### src/rtl/lock_pkg.sv
// Shared state encoding, keypad constants and small helpers for the keypad lock.
package lock_pkg;

  typedef enum logic [2:0] {
    S_ENTRY   = 3'd0,
    S_CHECK   = 3'd1,
    S_OPEN    = 3'd2,
    S_PROG    = 3'd3,
    S_FAIL    = 3'd4,
    S_LOCKOUT = 3'd5
  } state_t;

  localparam logic [3:0] KEY_CLR = 4'd10;
  localparam logic [3:0] KEY_ENT = 4'd11;

  // Codes 0-9 are digits; 10/11 are commands; 12-15 are unused.
  function automatic logic is_digit(input logic [3:0] code);
    return (code <= 4'd9);
  endfunction

  // Failure counter saturates so a long run of bad entries cannot wrap to zero.
  function automatic logic [1:0] sat_inc(input logic [1:0] v);
    return (v == 2'b11) ? v : v + 2'd1;
  endfunction

endpackage

### src/rtl/lock_timer.sv
// Loadable down-counter used for both the unlock window and the lockout period.
module lock_timer (
  input  logic        clock,
  input  logic        reset,
  input  logic        load,
  input  logic [31:0] value,
  output logic        zero
);

  logic [31:0] count;

  // Load takes priority; otherwise count down and hold at zero.
  always_ff @(posedge clock or posedge reset) begin
    if (reset) begin
      count <= '0;
    end else if (load) begin
      count <= value;
    end else if (count != 32'd0) begin
      count <= count - 32'd1;
    end
  end

  assign zero = (count == 32'd0);

endmodule

### src/rtl/lock_ctrl.sv
// Keypad lock controller: code entry, unlock window, password change and lockout.
module lock_ctrl
  import lock_pkg::*;
#(
  parameter logic [15:0] DEFAULT_PW     = 16'h1234,
  parameter logic [31:0] UNLOCK_CYCLES  = 32'd1000,
  parameter logic [31:0] LOCKOUT_CYCLES = 32'd5000,
  parameter logic [1:0]  MAX_FAIL       = 2'd3
) (
  input  logic       clock,
  input  logic       reset,
  input  logic [3:0] Code,
  input  logic       Valid,
  output logic       unlock,
  output logic       alarm,
  output logic       err,
  output logic       prog,
  output logic [2:0] digit_cnt
);

  state_t      st;
  logic [15:0] entry_buf;
  logic [15:0] pw;
  logic [1:0]  fail_cnt;
  logic        key_dig;
  logic        key_clr;
  logic        key_ent;
  logic        match;
  logic        tmr_load;
  logic [31:0] tmr_val;
  logic        tmr_zero;

  // Decode the strobed key once so the FSM only sees qualified events.
  always_comb begin
    key_dig = Valid && is_digit(Code);
    key_clr = Valid && (Code == KEY_CLR);
    key_ent = Valid && (Code == KEY_ENT);
    match   = (entry_buf == pw);
  end

  // Reload the timer on the same edge the FSM enters OPEN or LOCKOUT.
  always_comb begin
    tmr_load = 1'b0;
    tmr_val  = '0;
    if ((st == S_CHECK && match) || (st == S_PROG && key_clr)) begin
      tmr_load = 1'b1;
      tmr_val  = UNLOCK_CYCLES - 32'd1;
    end else if (st == S_FAIL && fail_cnt >= MAX_FAIL) begin
      tmr_load = 1'b1;
      tmr_val  = LOCKOUT_CYCLES - 32'd1;
    end
  end

  lock_timer u_timer (
    .clock (clock),
    .reset (reset),
    .load  (tmr_load),
    .value (tmr_val),
    .zero  (tmr_zero)
  );

  // Main FSM; every output is updated alongside the state it belongs to.
  always_ff @(posedge clock or posedge reset) begin
    if (reset) begin
      st        <= S_ENTRY;
      entry_buf <= '0;
      digit_cnt <= '0;
      fail_cnt  <= '0;
      pw        <= DEFAULT_PW;
      unlock    <= 1'b0;
      alarm     <= 1'b0;
      err       <= 1'b0;
      prog      <= 1'b0;
    end else begin
      err <= 1'b0;
      case (st)
        S_ENTRY, S_PROG: begin
          if (key_dig) begin
            if (digit_cnt < 3'd4) begin
              entry_buf <= {entry_buf[11:0], Code};
              digit_cnt <= digit_cnt + 3'd1;
            end
          end else if (key_clr) begin
            entry_buf <= '0;
            digit_cnt <= '0;
            if (st == S_PROG) begin
              st       <= S_OPEN;
              prog     <= 1'b0;
              unlock   <= 1'b1;
              fail_cnt <= '0;
            end
          end else if (key_ent) begin
            if (st == S_ENTRY) begin
              if (digit_cnt == 3'd4) begin
                st <= S_CHECK;
              end else begin
                st        <= S_FAIL;
                err       <= 1'b1;
                fail_cnt  <= sat_inc(fail_cnt);
                entry_buf <= '0;
                digit_cnt <= '0;
              end
            end else begin
              entry_buf <= '0;
              digit_cnt <= '0;
              if (digit_cnt == 3'd4) begin
                pw   <= entry_buf;
                st   <= S_ENTRY;
                prog <= 1'b0;
              end else begin
                err <= 1'b1;
              end
            end
          end
        end
        S_CHECK: begin
          entry_buf <= '0;
          digit_cnt <= '0;
          if (match) begin
            st       <= S_OPEN;
            unlock   <= 1'b1;
            fail_cnt <= '0;
          end else begin
            st       <= S_FAIL;
            err      <= 1'b1;
            fail_cnt <= sat_inc(fail_cnt);
          end
        end
        S_OPEN: begin
          // Expiry wins over a simultaneous enter key so the window never overruns.
          if (tmr_zero) begin
            st     <= S_ENTRY;
            unlock <= 1'b0;
          end else if (key_ent) begin
            st     <= S_PROG;
            unlock <= 1'b0;
            prog   <= 1'b1;
          end
        end
        S_FAIL: begin
          if (fail_cnt >= MAX_FAIL) begin
            st    <= S_LOCKOUT;
            alarm <= 1'b1;
          end else begin
            st <= S_ENTRY;
          end
        end
        S_LOCKOUT: begin
          if (tmr_zero) begin
            st       <= S_ENTRY;
            alarm    <= 1'b0;
            fail_cnt <= '0;
          end
        end
        default: begin
          st <= S_ENTRY;
        end
      endcase
    end
  end

endmodule

### config.mk
export PLATFORM = sky130hd
export DESIGN_NAME = lock_ctrl
export DESIGN_NICKNAME = d
export VERILOG_FILES = /design/src/rtl/lock_pkg.sv /design/src/rtl/lock_timer.sv /design/src/rtl/lock_ctrl.sv
export SDC_FILE = /design/constraint.sdc
export NUM_CORES = 1
export LEC_CHECK = 0
export ABC_AREA = 1
export CAP_MARGIN = 20
export CORE_MARGIN = 3
export CORE_UTILIZATION = 50
export DETAILED_ROUTE_END_ITERATION = 6
export GPL_TIMING_DRIVEN = 0
export PLACE_DENSITY = 0.7
export SYNTH_ARGS = -nofsm -noshare
export SYNTH_HDL_FRONTEND = slang
export SYNTH_SLANG_ARGS = --single-unit
### constraint.sdc
create_clock -name clock -period 2.7 [get_ports clock]
set_input_delay 0.675 -clock clock [delete_from_list [all_inputs] [get_ports clock]]
set_output_delay 0.675 -clock clock [all_outputs]
set_load 0.01 [all_outputs]
# Word level (Yosys, flattened, before mapping)
# Cells that the tools add are included.
[totals]
reg_bits = 76
input_bits = 7
out_inout_bits = 7
[op_classes]
n_addsub = 3
magnitude_cmp = 3
eq_ne = 29
mux = 68
n_bitwise = 3
n_reduce_logical = 24
[ops]
columns = ["cell", "n"]
rows = [
  ["$mux 16", 6],
  ["$mux 32", 2],
  ["$mux 3", 18],
  ["$logic_not 32->1", 1],
  ["$pmux 16 s2", 1],
  ["$reduce_bool 32->1", 1],
  ["$sub 32x1->32 const B", 1],
  ["$mux 13", 2],
  ["$ne 3x3->1 const B", 8],
  ["$mux 1", 23],
  ["$mux 2", 9],
  ["$reduce_and 6->1", 3],
  ["$eq 16x16->1", 1],
  ["$pmux 3 s5", 1],
  ["$ne 2x2->1 const B", 7],
  ["$eq 3x3->1 const B", 3],
  ["$eq 4x4->1 const B", 2],
  ["$ne 4x4->1 const B", 2],
  ["$reduce_and 8->1", 1],
  ["$reduce_bool 2->1", 4],
  ["$reduce_and 7->1", 1],
  ["$eq 3x2->1 const B", 2],
  ["$logic_and 1x1->1", 6],
  ["$pmux 1 s2", 3],
  ["other kinds (19)", 22],
]

# Logic depth before layout (Yosys ltp)
# Gate-level depths: netlist (run 1).
[logic_depth]
word_depth = 8
ltp_mapped = 13

# By module
# A second synthesis (run 1) with hierarchy kept.
[hier_totals]
hier_cells = 699
area_unflattened_um2 = 4809.6
[modules_own_cells]
columns = ["mod", "instances", "cells_per_inst", "area_per_inst_um2", "seq_area_each_um2"]
rows = [
  ["lock_ctrl", 1, 355, 2546.2, 1107.3],
  ["lock_timer", 1, 344, 2263.4, 800.8],
]

# Worst setup path after synthesis (run 1)
# Ideal clock, no wire load.
[synth_timing]
kind = "input to register"
start = "in Code[3]"
end = "reg entry_buf[10]"
t_arrival_ps = 1594
required_ps = 2570
setup_slack_ps = 976
stages = 6
n_path_buf = 1
path_cell_list = "inv_1 -> o21ai_0 -> inv_1 -> nand4_1 -> clkbuf_1 -> o21ai_1"
[synth_via]
elab_chain_cells = 5
elab_cells_between_ends = 13
cone_classes = "order compare: 1; eq/ne: 5; mux: 3; reduce/logical: 4"
[synth_lines]
columns = ["item", "line_no", "source"]
rows = [
  ["from (decl)", "lock_ctrl.sv:12", "input logic [3:0] Code,"],
  ["parallel branches: the longest is 5 deep, another holds $le 4x4->1", "-", ""],
  ["to (signal assigned)", "lock_ctrl.sv:80", "entry_buf <= {entry_buf[11:0], Code};"],
  ["to (decl)", "lock_ctrl.sv:22", "logic [15:0] entry_buf;"],
]
# Several ways; the timed one is not identified.
# A chain may end at the register's enable or synchronous reset.

# Worst setup path in the final report (run 1)
[layout_timing]
start = "in Code[3]"
end = "reg entry_buf[2]"
# Same word-level chain as after synthesis.

==> out/results.ini, run 1 <==
[outcome]
status=finished clean

[cts]
cts.clk_slew.worst_paths_ns=0.07
cts_resized=0
clockBufferDepth=2
cts_buffers=9
root_buffer=clkbuf_8
cts_hold_buf=0
clkLatencyLatePin_ns=0.35
cts_tree=built
clock-sinks=76
cts_setup_buffers=0
htreeDepth=3

[synthesis]
syn_area_mm2=0.00439
synth_edf_count=0
yosys_warnings=0
synthArstFlopShare=1.00
synthCells=613
synthFlopType=dfrtp_1
synth_nets=624
synth_seq_area_share=0.434
syn_avg_cell_area_um2=7.16
synth-seq-cells=76
synth.distinct_cells=36

[global_routing]
track_usage=0.215
grt_pass1_vias=3619
grt_antenna_before_repair=0
grt_max_degree=50
grt_pass1_wl_mm=17.1
overflow=0

[routing]
route.vias.total=3843
first_iter_violations=249
viasPerCell=5.14
drc=0
drtPass1Iterations=5
routedWlPerCell_um=13.1
routed_wl_mm=9.81
ant_nets=0

[setup_path]
r2r_cells=10
crit_type=in2reg
crit_required_ns=2.90
r2r_slack_ns=0.77
crit_arrival_ns=2.57
worstSetupEndpoint=entry_buf[2]
startpoint=Code[3]
cp-start-kind=input pin
worstPathMaxFanout=10
cp-end-kind=register
reg2reg_to=u_timer.count[17]
r2r-start=pw[12]

[floorplanning]
design.die.area_mm2=0.00994
rows=33
fp.coreArea_mm2=0.00838
start_util=0.524
die_w_um=99.7
die_h_um=99.7
ioPinCount=14

[power_and_ir_drop]
seqPwrFrac=0.364
comb_power_share=0.416
p_sw_frac=0.411
power_frac_clock=0.220
ir_drop_uv=592
p_switching_mw=1.79
p_leak_nw=2.44
total_power_mw=4.36
p_int_mw=2.57
power_density_mw_per_mm2=890

[layout]
drive_gt1_frac=0.0964
final_util=0.585
syn2layout_area_growth_pct=11.6
fin_nets=649
insertedDiodeCount=0
layout_commonest_cell=nand2_1
postLayoutCellArea_mm2=0.00490
final_cell_mix=nand2_1 (193), inv_1 (83), nor2_1 (79)

[min_path]
hp-class=reg2reg
worst_hold_path.num_cells=2

[sta]
final.hold.worst_slack_ns=0.486
slew_headroom=0.651
tightestPinTransition_ns=0.523
fmax_mhz=422
fin_crit_ns=2.37
maxSlewViolCount=0
rsz0062_at_grt=no
setup_viol=0
fin_ws_ns=0.331
fin_skew_ns=0.0127
hold_violations=0
period_share=0.877

[placement]
placed_cell_area_mm2=0.00468
place_ws_ns=0.0101
io_buffers=13
post-dp-hpwl_mm=7.18
place.gp.congestion=0.962

[run]
drv_cap=0

power groups by stage:
stage                     combinational (mW)  clock (mW)  sequential [mW]
final                                   1.81       0.959             1.59
after global routing                    2.08        1.04             1.62
after CTS                               1.82       0.977             1.59
after detailed placement                1.82           0             1.60
after global placement                  1.77           0             1.59
after floorplan                         1.36           0             1.58
sequential cells by signal (all words and copies together) (netlist names):
register / flops
entry_buf: 16
alarm: 1
prog: 1
unlock: 1
u_timer.count: 32
err: 1
st: 3
pw: 16
fail_cnt: 2
digit_cnt: 3
worst min path at each step:
stage	end	slack [ns]	startpoint
after global routing	pw[2]	0.50	pw[2]
after floorplan	pw[9]	0.46	pw[9]
after global placement	unlock	0.46	unlock
after CTS	pw[2]	0.49	pw[2]
after detailed placement	pw[2]	0.48	pw[2]
final	pw[2]	0.49	pw[2]
cell usage after synthesis (2+ instances only):
cell type	number	share of area
dfrtp_1	71	0.40
and2_1	2	0.0028
nand3_1	33	0.038
buf_6	3	0.0077
nor3_1	20	0.023
o211ai_1	3	0.0051
nand4_1	9	0.013
o21ai_1	21	0.024
dfstp_2	5	0.030
xnor2_1	5	0.010
nand2_1	193	0.16
buf_2	5	0.0057
xor2_1	14	0.028
nand2_2	8	0.011
a21oi_1	5	0.0057
nor2_1	79	0.068
o21ai_2	2	0.0040
nor2_2	8	0.011
inv_1	84	0.072
ha_1	4	0.011
o21ai_0	22	0.025
nor3_2	2	0.0046
or2_2	2	0.0028
cell families after synthesis:
kind of cell / Yosys count / synth area share
simple gates: 363 / 0.359
buf+inv: 96 / 0.0895
flops: 76 / 0.434
compound gates: 55 / 0.0675
xor+xnor: 19 / 0.0379
fa+ha+maj: 4 / 0.0114
worst max-delay path: stages:
cell,delay [ns]
clkdlybuf4s50_1,0.49
inv_1,0.07
o21ai_0,0.34
inv_1,0.10
nand4_1,0.29
clkbuf_1,0.47
o21ai_1,0.14
routing by layer:
metal  global-route usage  up-vias  share of wire
met1                0.315     1780           0.50
met2                0.328       89           0.44
met4               0.0777        0          0.019
li1                     -     1959              -
met3               0.0259       15          0.040
met5                    0        -              0
per-stage QoR:
stage | TNS [ns] | std cells
global route | 0 | 748
floorplan | 0 | 613
detailed placement | 0 | 732
global placement | -85.47 | 731
finish | 0 | 748
CTS | 0 | 748
layout make-up:
| cell class | instances | area, µm² |
|---|---|---|
| clock inverter | 6 | 88.8 |
| tap | 105 | 131 |
| fill | 768 | 3480 |
| multi-input combinational | 441 | 2090 |
| inverter | 86 | 328 |
| timing repair buffer | 14 | 158 |
| buffer | 10 | 67.6 |
| sequential | 76 | 1910 |
| clock buffer | 10 | 128 |
Power figures use the tool's default switching activity.
==> run 2: changes to the inputs <==
- GPL_TIMING_DRIVEN: 0 -> not set
- HOLD_SLACK_MARGIN: not set -> 0.06
==> out/results.ini, run 2 (synthesis gave the netlist of run 1 again) <==
[floorplanning]
start_util=0.524
die_w_um=99.7
rows=33
die_h_um=99.7
fp.coreArea_mm2=0.00838
ioPinCount=14
design.die.area_mm2=0.00994

[setup_path]
startpoint=Code[1]
crit_type=in2reg
crit_required_ns=2.94
reg2reg_to=u_timer.count[7]
cp-end-kind=register
worstPathMaxFanout=20
r2r_slack_ns=0.66
r2r_cells=8
cp-start-kind=input pin
r2r-start=u_timer.count[0]
crit_arrival_ns=2.41

[routing]
drc=0
route.vias.total=3811
routed.top_layer=met4
routed_wl_mm=9.45
viasPerCell=5.12
wl_met2_mm=4.24
dr_wl_met3_um=375
wl_met1_mm=4.67
routedWlPerCell_um=12.7
drtPass1Iterations=4
first_iter_violations=201
ant_nets=0

[layout]
layout_commonest_cell=nand2_1
insertedDiodeCount=0
largest_register_ffs=32
fin_nets=646
fill_cells=781
syn2layout_area_growth_pct=10.8
final_cell_mix=nand2_1 (193), inv_1 (83), nor2_1 (79)
top_register=u_timer.count
stdcell_count=745
drive_gt1_frac=0.0953
final_util=0.581
reg_top3=u_timer.count x32, entry_buf x16, pw x16

[global_routing]
grt_pass1_wl_mm=16.5
grt_antenna_before_repair=0
grt_max_degree=33
overflow=0
grt_pass1_vias=3684
track_usage=0.205

[cts]
cts_hold_buf=0
cts_setup_buffers=0
clockBufferDepth=2
cts.clk_slew.worst_paths_ns=0.09
htreeDepth=3
root_buffer=clkbuf_8
cts_resized=0
cts_buffers=9
clkLatencyLatePin_ns=0.36
clock-sinks=76
cts_tree=built

[run]
drv_cap=0

[sta]
maxSlewViolCount=0
hold_violations=0
fin_crit_ns=2.17
period_share=0.804
fmax_mhz=461
slew_headroom=0.655
rsz0062_at_grt=no
fin_skew_ns=0.0132
setup_viol=0
fin_setup_tns_ns=0
tightestPinTransition_ns=0.514

[power_and_ir_drop]
power_density_mw_per_mm2=856
ir_drop_uv=603
p_leak_nw=2.42

[placement]
io_buffers=13
place.gp.congestion=0.921
post-dp-hpwl_mm=7.05
dp.cells=729

[outcome]
status=finished clean

[min_path]
min_from=unlock
worstHoldEndpoint=unlock
worst_hold_path.num_cells=2
hp-class=reg2reg

[run 2: cell count changes in the layout (fill, tap and decap cells not counted), moves of 2 or more]
cell / before / now
clkbuf_1: 2 / 0
buf_2: 5 / 0
bufinv_16: 2 / 0
buf_12: 0 / 3
buf_4: 0 / 5
inv_6: 0 / 3
buf_6: 3 / 0
[run 2: layer usage]
| layer | vias to the layer above | track usage |
|---|---|---|
| met5 | - | 0 |
| met4 | 0 | 0.0746 |
| met3 | 15 | 0.0456 |
| met2 | 66 | 0.310 |
| met1 | 1776 | 0.290 |
| li1 | 1954 | - |
[run 2: area by class of cell]
cell class | instances | area, µm² | share of cell area
clock buffers | 9 | 124 | 0.0255
clock inverters | 7 | 58.8 | 0.0121
inverters | 86 | 325 | 0.0669
multi-input cells | 441 | 2090 | 0.430
flip-flops and latches | 76 | 1910 | 0.392
well taps | 105 | 131 | 0.0270
repair buffers | 21 | 228 | 0.0468
[run 2: metrics by stage]
step                power [mW]  hold slack (ns)  cell area (µm²)  setup WS, ns
floorplan                 2.94            0.461             4390        0.0949
global placement          3.32            0.467             4680         0.204
detailed placement        3.37            0.468             4680         0.177
CTS                       4.19            0.490             4870         0.545
global route              4.56            0.513             4870         0.390
finish                    4.17            0.485             4870         0.529
[run 2: how the worst max path moves through the flow]
stage / end / slack (ns) / depth (start not counted)
after detailed placement: digit_cnt[0] / 0.18 / 10
after CTS: digit_cnt[0] / 0.54 / 10
after global placement: digit_cnt[0] / 0.20 / 10
after floorplan: alarm / 0.09 / 1
final: digit_cnt[0] / 0.53 / 10
after global routing: entry_buf[12] / 0.39 / 10
[run 2: power breakdown]
part	switching (mW)	total [mW]	internal (mW)
combinational	1.13	1.76	0.627
clock	0.468	0.814	0.346
sequential	0.214	1.59	1.38
[run 2: worst max-delay path, cell delays in order]
cell and delay (ns):
clkdlybuf4s50_1 0.50, nand2_1 0.13, nor3_2 0.29, inv_1 0.10
nand2_2 0.11, o21ai_2 0.06, nand2_2 0.06, nand2_2 0.25
nand2_1 0.16, o21ai_2 0.06
